[config.mk]
export PLATFORM = sky130hd
export DESIGN_NAME = yapp_pkt_tx_flat
export DESIGN_NICKNAME = d
export VERILOG_FILES = /design/src/rtl/yapp_tx_pkg.sv /design/src/rtl/yapp_pkt_tx_if.sv /design/src/rtl/yapp_tx_fifo.sv /design/src/rtl/yapp_pkt_tx.sv /design/src/flat_wrapper.sv
export SDC_FILE = /design/constraint.sdc
export NUM_CORES = 1
export LEC_CHECK = 0
export CAP_MARGIN = 10
export CORE_AREA = 5 5 251 253
export CTS_CLUSTER_SIZE = 30
export DETAILED_ROUTE_END_ITERATION = 8
export DIE_AREA = 0 0 256 258
export SLEW_MARGIN = 20
export SYNTH_ARGS = -nofsm -noshare
export SYNTH_HDL_FRONTEND = slang
export SYNTH_SLANG_ARGS = --single-unit
export TNS_END_PERCENT = 20
[constraint.sdc]
create_clock -name clock -period 4.25 [get_ports clock]
set_input_delay 0.85 -clock clock [delete_from_list [all_inputs] [get_ports clock]]
set_output_delay 0.85 -clock clock [all_outputs]
set_load 0.05 [all_outputs]
[src/rtl/yapp_tx_pkg.sv]
// Shared types, widths and the header-byte helper for the YAPP packet transmitter.
package yapp_tx_pkg;

  localparam int unsigned YAPP_MAX_LEN = 63;
  localparam int unsigned ADDR_W       = 2;
  localparam int unsigned LEN_W        = 6;
  localparam int unsigned BYTE_W       = 8;

  typedef enum logic [2:0] {IDLE, HEADER, PAYLOAD, PARITY, GAP} tx_state_e;

  // Command fields captured at the accept handshake
  typedef struct packed {
    logic [LEN_W-1:0]  len;
    logic [ADDR_W-1:0] addr;
    logic              bad_par;
  } tx_cmd_t;

  function automatic logic [BYTE_W-1:0] yapp_header(input logic [LEN_W-1:0]  len,
                                                    input logic [ADDR_W-1:0] addr);
    return {len, addr};
  endfunction

endpackage

[src/rtl/yapp_pkt_tx_if.sv]
// Command handshake and YAPP byte stream between a packet source and the transmitter.
// cmd_bad_parity is present only when YAPP_TX_PERR_INJ_EN is defined.
interface yapp_pkt_tx_if;
  import yapp_tx_pkg::*;

  logic                  cmd_valid;
  logic                  cmd_ready;
  logic [ADDR_W-1:0]     cmd_addr;
  logic [LEN_W-1:0]      cmd_len;
`ifdef YAPP_TX_PERR_INJ_EN
  logic                  cmd_bad_parity;
`endif
  logic [BYTE_W-1:0]     in_data;
  logic                  in_data_vld;
  logic                  in_suspend;

`ifdef YAPP_TX_PERR_INJ_EN
  modport master (output cmd_valid, cmd_addr, cmd_len, cmd_bad_parity, in_suspend,
                  input  cmd_ready, in_data, in_data_vld);
  modport slave  (input  cmd_valid, cmd_addr, cmd_len, cmd_bad_parity, in_suspend,
                  output cmd_ready, in_data, in_data_vld);
`else
  modport master (output cmd_valid, cmd_addr, cmd_len, in_suspend,
                  input  cmd_ready, in_data, in_data_vld);
  modport slave  (input  cmd_valid, cmd_addr, cmd_len, in_suspend,
                  output cmd_ready, in_data, in_data_vld);
`endif

endinterface

[src/rtl/yapp_tx_fifo.sv]
// Synchronous byte FIFO holding packet payload; pushes while full are dropped.
module yapp_tx_fifo #(
  parameter  int unsigned DEPTH = 64,
  localparam int unsigned AW    = $clog2(DEPTH),
  localparam int unsigned LW    = AW + 1
) (
  input  logic          clock,
  input  logic          reset,
  input  logic          push,
  input  logic [7:0]    din,
  input  logic          pop,
  output logic [7:0]    head,
  output logic [LW-1:0] level,
  output logic          full
);

  logic [7:0]    mem [DEPTH];
  logic [AW-1:0] wr_ptr;
  logic [AW-1:0] rd_ptr;
  logic          push_ok;
  logic          pop_ok;

  assign full    = (level == LW'(DEPTH));
  assign push_ok = push && !full;
  assign pop_ok  = pop && (level != '0);
  assign head    = mem[rd_ptr];

  always_ff @(posedge clock) begin
    if (!reset) begin
      wr_ptr <= '0;
      rd_ptr <= '0;
      level  <= '0;
    end else begin
      if (push_ok) wr_ptr <= wr_ptr + AW'(1);
      if (pop_ok)  rd_ptr <= rd_ptr + AW'(1);
      level <= level + LW'(push_ok) - LW'(pop_ok);
    end
  end

  // Storage carries no reset; only the pointers define validity
  always_ff @(posedge clock) begin
    if (push_ok) mem[wr_ptr] <= din;
  end

endmodule

[src/rtl/yapp_pkt_tx.sv]
// YAPP packet transmitter: serialises header, buffered payload and parity toward yapp_router.
// Define YAPP_TX_PERR_INJ_EN to enable per-command parity corruption via cmd_bad_parity.
module yapp_pkt_tx
  import yapp_tx_pkg::*;
#(
  parameter  int unsigned DEPTH = 64,
  parameter  int unsigned IPG   = 1,
  localparam int unsigned LW    = $clog2(DEPTH) + 1
) (
  input  logic            clock,
  input  logic            reset,
  input  logic            wr_en,
  input  logic [7:0]      wr_data,
  output logic            fifo_full,
  output logic [LW-1:0]   fifo_level,
  yapp_pkt_tx_if.slave    tx,
  output logic            busy,
  output logic            pkt_sent,
  output logic [15:0]     pkt_count
);

  tx_state_e         state_q, state_d;
  tx_cmd_t           cmd_q, cmd_in;
  logic [LEN_W-1:0]  rem_q;
  logic [BYTE_W-1:0] par_q;
  logic [3:0]        gap_q;
  logic              armed_q;
  logic [BYTE_W-1:0] fifo_head;
  logic [BYTE_W-1:0] data_c;
  logic              vld_c;
  logic              xfer;
  logic              accept;
  logic              pop;

  yapp_tx_fifo #(.DEPTH(DEPTH)) u_fifo (
    .clock (clock),
    .reset (reset),
    .push  (wr_en),
    .din   (wr_data),
    .pop   (pop),
    .head  (fifo_head),
    .level (fifo_level),
    .full  (fifo_full)
  );

`ifdef YAPP_TX_PERR_INJ_EN
  assign cmd_in = '{len: tx.cmd_len, addr: tx.cmd_addr, bad_par: tx.cmd_bad_parity};
`else
  assign cmd_in = '{len: tx.cmd_len, addr: tx.cmd_addr, bad_par: 1'b0};
`endif

  // Length is reserved against the FIFO at accept so payload pops never underflow
  assign tx.cmd_ready  = (state_q == IDLE) && armed_q && (fifo_level >= LW'(tx.cmd_len));
  assign accept        = tx.cmd_valid && tx.cmd_ready;
  assign xfer          = vld_c && !tx.in_suspend;
  assign pop           = (state_q == PAYLOAD) && xfer;
  assign tx.in_data    = data_c;
  assign tx.in_data_vld = vld_c;
  assign busy          = (state_q != IDLE);
  assign pkt_sent      = (state_q == PARITY) && xfer;

  always_ff @(posedge clock) begin
    if (!reset) state_q <= IDLE;
    else        state_q <= state_d;
  end

  always_comb begin
    state_d = state_q;
    data_c  = '0;
    vld_c   = 1'b0;
    unique case (state_q)
      IDLE: if (accept) state_d = HEADER;
      HEADER: begin
        vld_c  = 1'b1;
        data_c = yapp_header(cmd_q.len, cmd_q.addr);
        if (!tx.in_suspend) state_d = (cmd_q.len == '0) ? PARITY : PAYLOAD;
      end
      PAYLOAD: begin
        vld_c  = 1'b1;
        data_c = fifo_head;
        if (!tx.in_suspend && rem_q == LEN_W'(1)) state_d = PARITY;
      end
      PARITY: begin
        vld_c  = 1'b1;
        data_c = par_q ^ {BYTE_W{cmd_q.bad_par}};
        if (!tx.in_suspend) state_d = (IPG > 0) ? GAP : IDLE;
      end
      GAP: if (gap_q == 4'(IPG - 1)) state_d = IDLE;
      default: state_d = IDLE;
    endcase
  end

  // Command latch, payload countdown, running parity, gap timer and packet counter
  always_ff @(posedge clock) begin
    if (!reset) begin
      cmd_q     <= '0;
      rem_q     <= '0;
      par_q     <= '0;
      gap_q     <= '0;
      pkt_count <= '0;
      armed_q   <= 1'b0;
    end else begin
      armed_q <= 1'b1;
      if (accept) begin
        cmd_q <= cmd_in;
        rem_q <= cmd_in.len;
        par_q <= yapp_header(cmd_in.len, cmd_in.addr);
      end else if (pop) begin
        rem_q <= rem_q - LEN_W'(1);
        par_q <= par_q ^ fifo_head;
      end
      if (pkt_sent) pkt_count <= pkt_count + 16'd1;
      gap_q <= (state_q == GAP) ? gap_q + 4'd1 : 4'd0;
    end
  end

endmodule

[src/flat_wrapper.sv]
// flat-port wrapper written by rule: the top's interface ports become plain ports
module yapp_pkt_tx_flat import yapp_tx_pkg::*;
#(
  parameter  int unsigned DEPTH = 64,
  parameter  int unsigned IPG   = 1,
  localparam int unsigned LW    = $clog2(DEPTH) + 1
)
  (clock, reset, wr_en, wr_data, fifo_full, fifo_level, busy, pkt_sent, pkt_count, tx_cmd_valid, tx_cmd_addr, tx_cmd_len, tx_in_suspend, tx_cmd_ready, tx_in_data, tx_in_data_vld);
  yapp_pkt_tx_if tx_i ();
  input  logic clock;
  input  logic reset;
  input  logic wr_en;
  input  logic [7:0] wr_data;
  output logic fifo_full;
  output logic [LW-1:0] fifo_level;
  output logic busy;
  output logic pkt_sent;
  output logic [15:0] pkt_count;
  input wire logic [$bits(tx_i.cmd_valid)-1:0] tx_cmd_valid;
  input wire logic [$bits(tx_i.cmd_addr)-1:0] tx_cmd_addr;
  input wire logic [$bits(tx_i.cmd_len)-1:0] tx_cmd_len;
  input wire logic [$bits(tx_i.in_suspend)-1:0] tx_in_suspend;
  output wire logic [$bits(tx_i.cmd_ready)-1:0] tx_cmd_ready;
  output wire logic [$bits(tx_i.in_data)-1:0] tx_in_data;
  output wire logic [$bits(tx_i.in_data_vld)-1:0] tx_in_data_vld;
  assign tx_i.cmd_valid = tx_cmd_valid;
  assign tx_i.cmd_addr = tx_cmd_addr;
  assign tx_i.cmd_len = tx_cmd_len;
  assign tx_i.in_suspend = tx_in_suspend;
  assign tx_cmd_ready = tx_i.cmd_ready;
  assign tx_in_data = tx_i.in_data;
  assign tx_in_data_vld = tx_i.in_data_vld;
  yapp_pkt_tx #(.DEPTH(DEPTH), .IPG(IPG)) u_core (.clock(clock), .reset(reset), .wr_en(wr_en), .wr_data(wr_data), .fifo_full(fifo_full), .fifo_level(fifo_level), .tx(tx_i), .busy(busy), .pkt_sent(pkt_sent), .pkt_count(pkt_count));
endmodule
Word-level counts from Yosys, hierarchy flattened --
Memory sizes are Yosys's and may differ from the RTL's. A register that Yosys moved wholly into a read port is not among the register bits. Index checks and enable logic that the tools add are counted.
Storage, ports and cells: memories kept 1, flip-flop bits (word level) 65, latch bits 0, word-level logic and storage cells 70, memory bits (read-only) 0, input port bits 21, output and inout bits 36, bits in writable memories 512
Memories:
- u_core.u_fifo.mem | depth 64, bits a word 8, rd ports 1, clocked after memory_dff 1, wr ports 1, RTL line yapp_tx_fifo.sv:17 | logic [7:0] mem [DEPTH];
Cells by class: div/mod/pow operators 0, muxes and demuxes 18, bitwise logic cells 1, add/subtract/negate cells 7, multipliers 0, shift operators 0, equal/unequal tests 11, reductions and logical operators 20, magnitude comparators 1
Operators with widths (count):
- two-way mux 6 bit | 4
- case mux 8 bit (3 select lines) | 1
- adder 16 x 1 -> 16 bit (second input constant) | 1
- two-way mux 8 bit | 2
- two-way mux 3 bit | 5
- case mux 3 bit (5 select lines) | 1
- adder 6 x 1 -> 6 bit (second input constant) | 2
- logical AND 1 bit | 9
- bitwise XOR 8 bit | 1
- adder 7 x 1 -> 7 bit | 1
- equality test 7 bit (second input constant) | 1
- greater-or-equal comparator 7 x 6 -> 1 bit | 1
- nonzero test 7 bit | 1
- subtractor 7 x 1 -> 7 bit | 1
- equality test 3 x 2 -> 1 bit (second input constant) | 2
- equality test 6 x 1 -> 1 bit (second input constant) | 1
- logical NOT 6 bit | 1
- != test 2 bit (second input constant) | 3
- subtractor 6 x 1 -> 6 bit (second input constant) | 1
- two-way mux 1 bit | 5
- AND reduction 5 bit | 1
- adder 4 x 1 -> 4 bit (second input constant) | 1
- logical NOT 4 bit | 1
- != test 2 x 1 -> 1 bit (second input constant) | 2
- other kinds (8) | 9

Logic depth before layout (Yosys ltp) --
Gate-level depths: netlist of run 1.
word-level depth 8, mapped depth 19, depth with buffers taken out 18

Hierarchy --
From an unflattened synthesis of run 1, not the netlist that was laid out.
Unflattened totals: cells, all modules 1293, area, all modules 23394.9 um^2
By module, submodules not included:
- yapp_tx_fifo | sequential area each 15875.2 um^2, instances 1, area each 20995.1 um^2, cells each 1015
- yapp_pkt_tx | sequential area each 920.9 um^2, instances 1, area each 2399.8 um^2, cells each 278

Worst setup path before layout of run 1 --
OpenSTA, ideal clock, no wires.
path type register to register, start register u_core.u_fifo.level[2], end register u_core.u_fifo.level[6], data required time 4.180 ns, stages on the path, launching flop included 20, data arrival time 3.422 ns, setup slack 0.759 ns, path through dfxtp_1 > inv_1 > ha_1 > and3_1 > nand3_1 > and2_1 > clkbuf_1 > inv_1 > ha_1 > inv_1 > ha_1 > inv_1 > fa_1 > inv_1 > a21oi_1 > nor2_1 > o21ai_0 > a21oi_1 > or3_1 > a21oi_1
Between the ends: word-level cells in the longest chain between the ends 5, elaborated cells between the ends (all ways) 7, those cells by class 2 x add/sub; 1 x eq/ne; 4 x reduce/logical
Ends and longest elaborated chain:
- from (decl) | RTL line yapp_tx_fifo.sv:13 | output logic [LW-1:0] level,
- from (signal assigned) | RTL line yapp_tx_fifo.sv:36 | level <= level + LW'(push_ok) - LW'(pop_ok);
- equality test 7 bit | RTL line yapp_tx_fifo.sv:23 | assign full = (level == LW'(DEPTH));
- logical NOT 1 bit | RTL line yapp_tx_fifo.sv:24 | assign push_ok = push && !full;
- logical AND 1 bit | RTL line yapp_tx_fifo.sv:24
- adder 7 x 1 -> 7 bit | RTL line yapp_tx_fifo.sv:36
- subtractor 7 x 1 -> 7 bit * | RTL line yapp_tx_fifo.sv:36
Every way passes the cells marked *; elsewhere a longest branch is shown, timed or not. A chain may end at the register's enable or synchronous reset.

==> results of run 1 <==
==> routing by layer <==
layer / vias up / GRT usage (%) / part of all wire, %
met5: - / 0 / 0
met4: 0 / 4.63 / 1.9
met3: 76 / 3.04 / 6.1
met2: 434 / 27.3 / 48
met1: 6725 / 23.8 / 44
li1: 5876 / - / -
==> cell usage in the layout (no fill, tap or decap), types with 6 or more instances in the layout <==
master,count
sky130_fd_sc_hd__bufinv_16,6
sky130_fd_sc_hd__xor2_1,20
sky130_fd_sc_hd__buf_2,7
sky130_fd_sc_hd__and2_1,6
sky130_fd_sc_hd__buf_12,9
sky130_fd_sc_hd__buf_4,117
sky130_fd_sc_hd__nor2_1,111
sky130_fd_sc_hd__o32ai_2,8
sky130_fd_sc_hd__ha_1,22
sky130_fd_sc_hd__a21oi_1,53
sky130_fd_sc_hd__mux4_2,73
sky130_fd_sc_hd__mux2i_1,114
sky130_fd_sc_hd__clkinv_2,9
sky130_fd_sc_hd__clkbuf_16,59
sky130_fd_sc_hd__nand2_1,56
sky130_fd_sc_hd__or3_1,9
sky130_fd_sc_hd__a211oi_1,17
sky130_fd_sc_hd__clkinv_1,14
sky130_fd_sc_hd__inv_1,25
sky130_fd_sc_hd__o21ai_0,14
sky130_fd_sc_hd__nand2b_1,19
sky130_fd_sc_hd__clkbuf_1,11
sky130_fd_sc_hd__nand3_1,16
sky130_fd_sc_hd__nand3b_1,8
sky130_fd_sc_hd__xnor2_1,17
sky130_fd_sc_hd__clkdlybuf4s50_1,38
sky130_fd_sc_hd__a22oi_1,42
sky130_fd_sc_hd__a22o_1,6
sky130_fd_sc_hd__edfxtp_1,512
sky130_fd_sc_hd__nand4_1,7
sky130_fd_sc_hd__mux2_2,9
sky130_fd_sc_hd__dfxtp_1,68
sky130_fd_sc_hd__nor2b_1,23
==> logic make-up (layout without fill, tap and decap cells) <==
kind of cell | count (synthesis) | after routing | share of synthesized area (%)
buffers and inverters | 110 | 310 | 2.78
xor gates and xnor gates | 37 | 37 | 1.36
adders and majority gates | 23 | 23 | 1.24
and+or+nand+nor | 286 | 286 | 5.83
DFF | 583 | 583 | 70.4
other | 0 | 1 | 0
muxes | 201 | 201 | 12.7
AOI/OAI and AO/OA | 189 | 189 | 5.70
==> critical path, cell delays in order (launching register included) <==
cell	delay, ns
sky130_fd_sc_hd__dfxtp_4	0.42
sky130_fd_sc_hd__buf_6	0.18
sky130_fd_sc_hd__nor2b_2	0.17
sky130_fd_sc_hd__buf_4	0.23
sky130_fd_sc_hd__a22oi_1	0.40
sky130_fd_sc_hd__a21oi_1	0.14
sky130_fd_sc_hd__a2111o_1	0.45
sky130_fd_sc_hd__o22ai_2	0.20
sky130_fd_sc_hd__a22oi_1	0.14
sky130_fd_sc_hd__nor2_1	0.15
sky130_fd_sc_hd__buf_4	0.21
==> final timing paths <==
check | startpoint | end | cells past startpoint
hold / removal | u_core.cmd_q[2] | u_core.cmd_q[2] | 2
setup reg to reg | u_core.u_fifo.level[2] | u_core.u_fifo.level[6] | 18
setup / recovery | flop | tx_in_data[0] | 10
hold reg to reg | u_core.cmd_q[2] | u_core.cmd_q[2] | 2
==> sequential cells by signal, indices dropped and copies added, names as in the netlist, named ones only <==
register	count
u_core.pkt_count	16
u_core.u_fifo.rd_ptr	6
u_core.state_q	3
u_core.gap_q	4
u_core.armed_q	1
u_core.rem_q	6
u_core.u_fifo.level	7
u_core.par_q	8
u_core.u_fifo.mem	512
u_core.u_fifo.wr_ptr	6
u_core.cmd_q	8
==> where the power goes <==
group          internal (mW)  leakage [nW]  switching, mW  total [mW]
sequential              6.35          5.18          0.129        6.48
clock                   2.90         0.901           2.14        5.04
combinational          0.679          2.69           1.07        1.74
==> stage by stage <==
stage	hold slack [ns]	utilization, %
after detailed placement	0.452	42.4
after floorplan	0.430	-
after global routing	0.489	45.8
after CTS	0.461	45.6
after global placement	0.444	42.4
final	0.462	45.8
==> what timing repair did <==
| action | CTS | global route |
|---|---|---|
| resized for setup | 10 | 17 |
| endpoints found under the setup margin | 8 | 8 |
| buffers inserted | 1 | 6 |
| pin swaps | 0 | 1 |
| cloned | 0 | 0 |
==> area by class of cell <==
class / instances / area [sq um] / share of cell area, %
clock buffers: 70 / 1520 / 5.45
clock inverters: 37 / 350 / 1.26
multi-input cells: 736 / 6510 / 23.4
repair buffers: 177 / 1570 / 5.65
flip-flops and latches: 583 / 16800 / 60.4
well taps: 790 / 988 / 3.55
inverters: 26 / 97.6 / 0.350
diodes: 1 / 2.50 / 0.00899
==> results.yml, run 1 <==
timing:
  setup_repair_after_global_routing_missed_its_margin: "true"
  hold_viol: 0
  setup_tns_ns: 0
  post-route-min-period_ns: 4.18
  slew-limit-headroom_pct: 28.9
  max_slew.worst_pin.slew_ns: 1.07
  timing_max_transition_violations_final: 0
  timing.clock.skew_ns: 0.0180
  timing.final.setup_violations: 0
  setup_ws_ns: 0.0736
  achievable-frequency_ghz: 0.239
  timing.final.crit_share_pct: 98.3
layout:
  count_of_non_filler_cells_in_the_finished_layout: 2420
  synth_to_layout_area_growth_pct: 16.8
  final_cell_area_sq_um: 27800
  n_fill_cell: 5252
  drive_gt1_share_pct: 21.2
  final_nets: 1626
floorplanning:
  die_area_sq_um: 66000
  die_w_um: 256
  num_rows: 91
  initial_utilization_pct: 39.2
  die_height_um: 258
  ios: 57
  fp.coreArea_sq_um: 60800
place:
  dp_hpwl_um: 37000
  post-place-cells: 2305
  globalplace.congestion: 0.842
  pre_cts_ws_ns: 0.334
  place.port_buffers: 56
  dpl-instance-area_sq_um: 25800
yosys:
  post-synth-top-count-cell: "sky130_fd_sc_hd__edfxtp_1"
  synth_cell_types: 60
  synth-seq-area-share_pct: 70.4
  synth_top_area_share_pct: 64.5
  netlist_top_cells_area: "sky130_fd_sc_hd__edfxtp_1 64%, sky130_fd_sc_hd__mux4_2 6.9%, sky130_fd_sc_hd__dfxtp_1 6.0%"
  yosys_warnings: 0
  synth.top_cells.by_count: "512 x sky130_fd_sc_hd__edfxtp_1, 114 x sky130_fd_sc_hd__mux2i_1, 114 x sky130_fd_sc_hd__nor2_1"
  netlist.top_cell.by_area: "sky130_fd_sc_hd__edfxtp_1"
  synthesis.area_sq_um: 23800
  number_of_synthesized_flops_with_an_enable_pin: 512
  syn-mean-instance-area_sq_um: 16.7
  synth_top_flop_cell: "sky130_fd_sc_hd__edfxtp_1"
  synthArstFlopShare_pct: 0
  mappedNetlistNets: 1473
  synth_cells: 1429
  synth.ff_latch_count: 583
cts:
  clock_tree.buffer_depth: 3
  clk_root_buffer_cell: "sky130_fd_sc_hd__clkbuf_16"
  worstSkewPairLatency_ns: 0.62
  worst_setup_hold_path_clk_slew_ns: 0.06
  cts_sinks: 583
  cts-hold-fix-buffers: 0
  cts.htree.levels: 2
  cts_tree: "done"
  cts_made_buffers: 58
detailed_routing:
  post_drt_via_cell_ratio: 5.42
  wl_per_cell_um: 23.4
  drt-pass1-iter-count: 5
  routed-via-count: 13100
  initialDrtViolationCount: 1097
  post-route-drc-count: 0
  detail-route-antenna-nets: 0
  overall_routed_net_length_um: 56700
worst_setup_path:
  worst-setup-path-type: "reg2out"
  timing.critical_path.required_ns: 3.40
  cp.arrival_ns: 3.33
  timing.critical_path.from_type: "flop"
  regToRegSetupSlack_ns: 0.84
  setup.worst_path.end_class: "output pin"
  crit_fanout: 17
global_route:
  overflow: 0
  gr-usage-all-layers_pct: 16.9
  antenna_found_initial: 1
  first_global_vias: 13200
  grt_pass1_wl_um: 85300
  grt_start_max_net_pins: 65
power_and_ir_drop:
  power.density_cell_area_nw_per_um2: 476
  worst_ir_drop_vdd_mv: 0.330
  power_mw: 13.3
  cellLeakagePower_nw: 8.77
status:
  status: "complete, no violations"
min_path:
  holdCritPathClass: "reg2reg"
job:
  max-cap-violations: 0
(Power assumes the default switching activity.)
==> run 2, diff against run 1 <==
--- a/config.mk
+++ b/config.mk
@@ -10,6 +10,7 @@
 export CTS_CLUSTER_SIZE = 30
 export DETAILED_ROUTE_END_ITERATION = 8
 export DIE_AREA = 0 0 256 258
+export DONT_BUFFER_PORTS = 1
 export SLEW_MARGIN = 20
 export SYNTH_ARGS = -nofsm -noshare
 export SYNTH_HDL_FRONTEND = slang
==> run 2 against run 1 <==
Compared with the run above: combinational power fell by 9%; register-to-register slack got worse by 0.19 ns; flip-flop and latch count did not move; worst setup slack improved by 0.041 ns; routed wire length fell by 2.3%; count of clock-buffer cells in the layout rose by 2; global-route usage fell by 0.52 points; critical path depth did not move; final area fell by 1.3%; critical path type unchanged; largest power group unchanged; highest routed layer unchanged.
==> results.yml, run 2 (synthesized netlist as in run 1, its figures left out) <==
status:
  status: "complete, no violations"
floorplanning:
  fp.coreArea_sq_um: 60800
  ios: 57
  die_w_um: 256
  num_rows: 91
  initial_utilization_pct: 39.2
  die_area_sq_um: 66000
  die_height_um: 258
worst_setup_path:
  worst-setup-path-type: "reg2out"
  cp.arrival_ns: 3.29
  timing.critical_path.from_type: "flop"
  setup.worst_path.end_class: "output pin"
  timing.critical_path.required_ns: 3.40
  crit_fanout: 12
place:
  post-place-cells: 2255
  place.port_buffers: 0
  globalplace.congestion: 0.815
  dp_hpwl_um: 34200
  pre_cts_ws_ns: 0.265
timing:
  setup_repair_after_global_routing_missed_its_margin: "false"
  timing_max_transition_violations_final: 0
  worst_hold_check_slack_ns: 0.280
  setup_ws_ns: 0.115
  timing.final.crit_share_pct: 97.3
  timing.final.setup_violations: 0
  slew-limit-headroom_pct: 36.8
  post-route-min-period_ns: 4.14
  achievable-frequency_ghz: 0.242
  timing.clock.skew_ns: 0.0193
  setup_tns_ns: 0
  hold_viol: 0
  max_slew.worst_pin.slew_ns: 0.945
power_and_ir_drop:
  worst_ir_drop_vdd_mv: 0.293
  cellLeakagePower_nw: 8.69
  power_mw: 13.4
  power.density_cell_area_nw_per_um2: 487
layout:
  max_flop_register: "u_core.u_fifo.mem"
  n_fill_cell: 5265
  multi_input_area_sq_um: 6450
  count_of_non_filler_cells_in_the_finished_layout: 2378
  most-common-layout-cells: "512 x sky130_fd_sc_hd__edfxtp_1, 122 x sky130_fd_sc_hd__buf_4, 114 x sky130_fd_sc_hd__mux2i_1, 114 x sky130_fd_sc_hd__nor2_1, 73 x sky130_fd_sc_hd__mux4_2"
  reg.largest.list: "u_core.u_fifo.mem x512, u_core.pkt_count x16"
  most_frequent_standard_cell_in_the_layout_excluding_fill_and_tap_cells: "sky130_fd_sc_hd__edfxtp_1"
  drive_gt1_share_pct: 21.0
  final_nets: 1582
  synth_to_layout_area_growth_pct: 15.3
  register_area_sq_um: 16800
  antenna_diode_instance_count: 0
  largest_register_ff_count: 512
cts:
  cts-hold-fix-buffers: 0
  clk_root_buffer_cell: "sky130_fd_sc_hd__clkbuf_16"
  worst_setup_hold_path_clk_slew_ns: 0.06
  cts_made_buffers: 58
  cts_tree: "done"
  cts.htree.levels: 2
  cts_sinks: 583
  worstSkewPairLatency_ns: 0.61
  clock_tree.buffer_depth: 3
global_route:
  grt_start_max_net_pins: 65
  first_global_vias: 13200
  antenna_found_initial: 1
  overflow: 0
  grt_pass1_wl_um: 83200
  gr-usage-all-layers_pct: 16.4
detailed_routing:
  post_drt_via_cell_ratio: 5.46
  initialDrtViolationCount: 1030
  post_route_met1_wirelength_um: 23600
  detail-route-antenna-nets: 0
  drt-pass1-iter-count: 6
  overall_routed_net_length_um: 55400
  wl_met2_um: 26300
  routed-via-count: 13000
  routed.top_layer: "met4"
  wl_per_cell_um: 23.3
  post-route-drc-count: 0
  wl_met3_um: 4030
job:
  max-cap-violations: 0
min_path:
  holdCritPathClass: "in2reg"
run 2: cell count changes in the layout (fill, tap and decap cells not counted), moves of 4 or more:
cell                              delta
sky130_fd_sc_hd__clkdlybuf4s50_1    -38
sky130_fd_sc_hd__buf_2               -7
sky130_fd_sc_hd__buf_12              -5
sky130_fd_sc_hd__buf_4               +5
sky130_fd_sc_hd__bufinv_16           +4
sky130_fd_sc_hd__clkbuf_16           +4
sky130_fd_sc_hd__clkinv_2            +4
run 2: worst paths after layout:
kind | slack (ns) | depth (start not counted) | endpoint | start
worst min register to register | 0.46 | 1 | u_core.gap_q[0] | u_core.gap_q[0]
worst max register to register | 0.65 | 17 | u_core.u_fifo.level[6] | u_core.u_fifo.level[4]
worst min-delay path | 0.28 | 0 | u_core.armed_q | reset
worst max-delay path | 0.11 | 10 | tx_in_data[3] | flop
run 2: repair_timing:
action / in CTS / in global routing
buffers inserted: 6 / 5
gates resized for setup: 4 / 8
cloned: 0 / 2
endpoints found under the setup margin: 8 / 8
run 2: critical path: stages (launching register included):
cell	delay [ns]
sky130_fd_sc_hd__dfxtp_4	0.38
sky130_fd_sc_hd__buf_4	0.19
sky130_fd_sc_hd__and2_1	0.16
sky130_fd_sc_hd__buf_4	0.19
sky130_fd_sc_hd__a22o_1	0.26
sky130_fd_sc_hd__a221oi_1	0.39
sky130_fd_sc_hd__o2111ai_1	0.37
sky130_fd_sc_hd__o22ai_2	0.27
sky130_fd_sc_hd__a22oi_1	0.11
sky130_fd_sc_hd__nor2_1	0.15
sky130_fd_sc_hd__buf_4	0.21
run 2: final cells by class:
| class | count | area share (%) |
|---|---|---|
| inverters | 26 | 0.355 |
| well taps | 790 | 3.60 |
| clock inverters | 38 | 1.60 |
| flip-flops and latches | 583 | 61.1 |
| multi-input cells | 736 | 23.5 |
| repair buffers | 133 | 4.14 |
| clock buffers | 72 | 5.70 |
run 2: through the flow:
step                      util, %  area [sq um]
after detailed placement     41.6         25300
after global placement       41.6         25300
final                        45.2         27500
after global routing         45.2         27500
after CTS                    45.0         27400
after floorplan                 -         23800
run 2: where the power goes:
| part | internal (mW) | switching, mW | leakage, nW |
|---|---|---|---|
| sequential | 6.35 | 0.107 | 5.18 |
| clock | 3.22 | 2.12 | 0.983 |
| combinational | 0.608 | 0.976 | 2.53 |
run 2: layer usage:
metal	vias up	global-route usage, %
met5	-	0
met2	444	26.6
li1	5796	-
met1	6633	22.3
met3	101	3.55
met4	0	5.10
